==> config.mk <==
export PLATFORM = sky130hd
export DESIGN_NAME = gesture_power_ctrl
export DESIGN_NICKNAME = d
export VERILOG_FILES = /design/src/rtl/gesture_power_ctrl.sv
export SDC_FILE = /design/constraint.sdc
export NUM_CORES = 1
export LEC_CHECK = 0
export ABC_AREA = 1
export CAP_MARGIN = 20
export CORE_AREA = 2 2 85 87
export DETAILED_ROUTE_END_ITERATION = 16
export DIE_AREA = 0 0 87 89
export PLACE_DENSITY_LB_ADDON = 0.08
export SLEW_MARGIN = 20
export SYNTH_ARGS = -nofsm -noshare
export SYNTH_HDL_FRONTEND = slang
export SYNTH_SLANG_ARGS = --single-unit
==> constraint.sdc <==
create_clock -name clk -period 1.85 [get_ports clk]
set_input_delay 0.37 -clock clk [delete_from_list [all_inputs] [get_ports clk]]
set_output_delay 0.37 -clock clk [all_outputs]
set_load 0.005 [all_outputs]
==> src/rtl/gesture_power_ctrl.sv <==
// Two-hand gesture power controller for the hood.
// Left then right powers on, right then left powers off, the key toggles.
module gesture_power_ctrl (
    input  logic        clk,
    input  logic        rst,
    input  logic [29:0] gesture_time,
    input  logic        left_pulse,
    input  logic        right_pulse,
    input  logic        key_pulse,
    output logic        power_status,
    output logic        toggle_pulse,
    output logic        armed,
    output logic [29:0] window_remaining
);

    typedef enum logic [1:0] {
        OFF_IDLE,
        OFF_ARMED,
        ON_IDLE,
        ON_ARMED
    } state_t;

    state_t state;
    logic   ps_q;
    logic   last;

    // A count of 0 or 1 means this is the final cycle of the window.
    assign last = (window_remaining[29:1] == '0);

    always_ff @(posedge clk or negedge rst) begin
        if (!rst) begin
            state            <= OFF_IDLE;
            power_status     <= 1'b0;
            armed            <= 1'b0;
            window_remaining <= '0;
            toggle_pulse     <= 1'b0;
            ps_q             <= 1'b0;
        end else begin
            ps_q         <= power_status;
            toggle_pulse <= power_status ^ ps_q;
            if (key_pulse) begin
                power_status     <= ~power_status;
                armed            <= 1'b0;
                window_remaining <= '0;
                state            <= power_status ? OFF_IDLE : ON_IDLE;
            end else begin
                unique case (state)
                    OFF_IDLE: begin
                        if (left_pulse && !right_pulse) begin
                            state            <= OFF_ARMED;
                            armed            <= 1'b1;
                            window_remaining <= gesture_time;
                        end
                    end
                    OFF_ARMED: begin
                        if (right_pulse) begin
                            state            <= ON_IDLE;
                            power_status     <= 1'b1;
                            armed            <= 1'b0;
                            window_remaining <= '0;
                        end else if (left_pulse) begin
                            window_remaining <= gesture_time;
                        end else if (last) begin
                            state            <= OFF_IDLE;
                            armed            <= 1'b0;
                            window_remaining <= '0;
                        end else begin
                            window_remaining <= window_remaining - 30'd1;
                        end
                    end
                    ON_IDLE: begin
                        if (right_pulse && !left_pulse) begin
                            state            <= ON_ARMED;
                            armed            <= 1'b1;
                            window_remaining <= gesture_time;
                        end
                    end
                    ON_ARMED: begin
                        if (left_pulse) begin
                            state            <= OFF_IDLE;
                            power_status     <= 1'b0;
                            armed            <= 1'b0;
                            window_remaining <= '0;
                        end else if (right_pulse) begin
                            window_remaining <= gesture_time;
                        end else if (last) begin
                            state            <= ON_IDLE;
                            armed            <= 1'b0;
                            window_remaining <= '0;
                        end else begin
                            window_remaining <= window_remaining - 30'd1;
                        end
                    end
                    default: begin
                        state            <= OFF_IDLE;
                        power_status     <= 1'b0;
                        armed            <= 1'b0;
                        window_remaining <= '0;
                    end
                endcase
            end
        end
    end

endmodule

==> results by group <==
Logic synthesis
  – Unique masters post-synth: 37
  – Area contributors post-synth: dfrtp_1 (26%), nand2_1 (25%), nor2_1 (6.8%)
  – Mapped Area: 0.00349 sq mm
  – Synth warn: 0
  – Avg Inst Size Synth: 5.97 sq um
  – Yosys reg bits: 36
  – Ys flop type: dfrtp_1
  – Seq/Total Area, Yosys: 25.8%
  – Post-synth EDFFs: 0
  – Top-area cell type share of the netlist area: 25.8%
  – Cells after synthesis: 585
  – Syn_nets: 621
  – Asr flop ratio synth: 100%
  – Synth area leader: dfrtp_1

Floorplan
  – Chip Width: 87 microns
  – Die Y-Extent: 89 microns
  – Core ar.: 0.00672 sq mm
  – Std-Cell Rows: 30
  – Die Footprint: 0.00774 sq mm
  – Initial Util: 52.0%
  – Boundary pin count: 68

GRT
  – GRT overflow: 0
  – GR Util met1: 44.1%
  – First-pass GRT wire length: 19.9 mm
  – Busiest layer in global routing: met2
  – Met3 Use GR: 5.72%
  – M2 GR Usage: 54.3%
  – Largest net degree at the start of global routing: 25
  – Vias in the first global route: 4149
  – Initial antenna violation count: 0
  – Gr usage total: 33.2%

Placement
  – # port buffers: 67
  – Placed cell areas: 0.00465 sq mm
  – Post-placement cell count: 779
  – Hpwl dp: 9.52 mm
  – Final Wtd Congestion: 0.898
  – Worst slack, placed: -0.319 ns

Layout
  – Final Core Density: 74.1%
  – Final nets: 748
  – Area Growth Syn to Fin: 42.6%
  – Share of layout cells above drive strength 1: 22.9%
  – Finished Cell Area: 0.00498 sq mm
  – Fill cell count: 583
  – N_diodes: 0
  – Post-Layout Cell Count: 792

Detailed routing
  – Via density: 5.56
  – DRC: 0
  – Total routed wirelength: 12.6 mm
  – DR WL/cell: 15.9 microns
  – TritonRoute pass-1 iters: 5
  – DRT iter0 DRCs: 390
  – Vias: 4402
  – Antenna Nets Post-Route: 0

Job
  – Max-cap violations: 0

Critical path
  – Reg2Reg Depth: 10
  – Worst R2R End: window_remaining[16]
  – Critical Path AT: 2.04 ns
  – Endpoint class of the critical path: flip-flop
  – Crit Path Max Fanout: 4
  – Setup crit end: window_remaining[16]
  – Startpoint Class: flip-flop
  – CP required: 2.08 ns
  – Critical path type: flip-flop to flip-flop
  – Launch point of the worst path: window_remaining[9]
  – R2r startpoint: window_remaining[9]
  – FF-to-FF setup slack: 0.05 ns

Clocking
  – Hold bufs inserted after CTS: 0
  – H-tree depth: 2
  – Max clock buf depth: 2
  – Total CTS buffers: 5
  – TritonCTS clock tree: built
  – Clock Latency Late Sink: 0.31 ns
  – Root Driver: clkbuf_8
  – Clock transition at path regs: 0.08 ns
  – Clk sinks: 36

STA
  – Fmax: 555 MHz
  – Final Setup Violations: 0
  – Final Hold Viols: 5
  – Fin crit share: 97.4%
  – Final WS setup: 0.0474 ns
  – Hold slack: -0.00491 ns
  – Rel. slew slack: 69.5%
  – RSZ-0062 raised after global routing: yes
  – Final Max Slew Viols: 0
  – Actual slew at the worst max-slew pin: 0.457 ns
  – Skew final: 0.0114 ns
  – Tmin final: 1.80 ns

Min path
  – Tightest Hold Check Type: input port to asynchronous set/reset pin

Pwr
  – Lkg Pwr: 0.00251 uW
  – Power density over cell area: 1590 mW/mm^2
  – Max VDD drop: 0.908 mV

Status
  – Status: complete, but fails checks
  – Failing checks: hold timing
flip-flops by register name, indices dropped and copies added (netlist names):
name and cells:
ps_q 1, window_remaining 30, power_status 1, toggle_pulse 1, armed 1, state 2
worst max-delay path, cell delays in order (launching register included):
cell and delay, ns:
dfrtp_1 0.44, nor2_1 0.30, nand2_1 0.12, inv_1 0.12, nand2_4 0.07, buf_4 0.14
o21ai_0 0.17, nand3_1 0.09, nor2_1 0.10, o21ai_0 0.09, o21ai_0 0.09
routing by layer:
layer | vias up | wire length, microns
met5 | - | 0
met4 | 0 | 351
met3 | 34 | 1030
met2 | 221 | 5790
met1 | 2035 | 5390
li1 | 2112 | -
cells in the mapped netlist (3+ instances only):
library cell / count
dfrtp_1: 36
clkbuf_1: 4
inv_2: 4
nor2_4: 5
nand4_1: 5
a21oi_1: 44
buf_4: 4
o21ai_0: 36
nand2_2: 3
xor2_1: 11
nand3_1: 33
o21bai_1: 6
inv_1: 45
nor2_1: 63
buf_2: 8
nand3_2: 8
nand2_1: 233
buf_6: 3
nor2_2: 9
logic make-up after synthesis:
family	Yosys count	share of synthesized area, %
and+or+nand+nor	367	46.2
AOI/OAI and AO/OA	97	14.9
buffers and inverters	72	9.63
muxes	1	0.322
xor gates and xnor gates	11	2.76
DFF	36	25.8
adders and majority gates	1	0.358
power by group:
| part | switching (uW) | leakage, uW | internal [uW] | total (uW) |
|---|---|---|---|---|
| Sequential | 341 | 0.000468 | 1070 | 1410 |
| Combinational | 3430 | 0.00200 | 2520 | 5950 |
| Clock | 322 | 0.0000410 | 257 | 579 |
area by class of cell:
cell class	count	area [sq um]	area share, %
flip-flops and latches	36	906	18.2
clock buffers	6	72.6	1.46
inverters	51	203	4.07
well taps	80	100	2.01
repair buffers	141	1250	25.1
multi-input cells	477	2440	49.1
clock inverters	1	5.00	0.100
worst min path at each step:
| stage | startpoint | end | slack, ns | cells past startpoint |
|---|---|---|---|---|
| after floorplan | rst | armed | 0.07 | 0 |
| after global placement | rst | window_remaining[13] | 0.34 | 1 |
| after detailed placement | rst | window_remaining[14] | 0.33 | 1 |
| after CTS | rst | window_remaining[14] | 0.01 | 1 |
| after global routing | rst | window_remaining[14] | 0.02 | 1 |
| final | rst | window_remaining[14] | -0.005 | 1 |
metrics by stage:
stage               setup TNS, ns  total power (uW)
detailed placement          -7.18              6650
floorplan                       0              4470
global placement            -5.76              6550
CTS                       -0.0296              7290
finish                          0              7940
global route               -0.374              8550
layout by cell type, fill, tap and decap left out, drive strengths merged, types with 5 or more instances in the layout:
cell type / Yosys / layout
nand2: 238 / 238
nor2: 78 / 78
buf: 17 / 75
clkdlybuf4s50: 0 / 64
inv: 50 / 50
a21oi: 44 / 44
nand3: 41 / 41
o21ai: 38 / 38
dfrtp: 36 / 36
xor2: 11 / 11
o21bai: 6 / 6
clkbuf: 4 / 6
nand4: 5 / 5
timing repair:
item | CTS | global route
pin swaps | 0 | 14
resized for setup | 6 | 62
hold endpoints to repair | 0 | 0
buffers inserted | 0 | 6
setup endpoints to repair | 8 | 32
(Power assumes the default switching activity.)
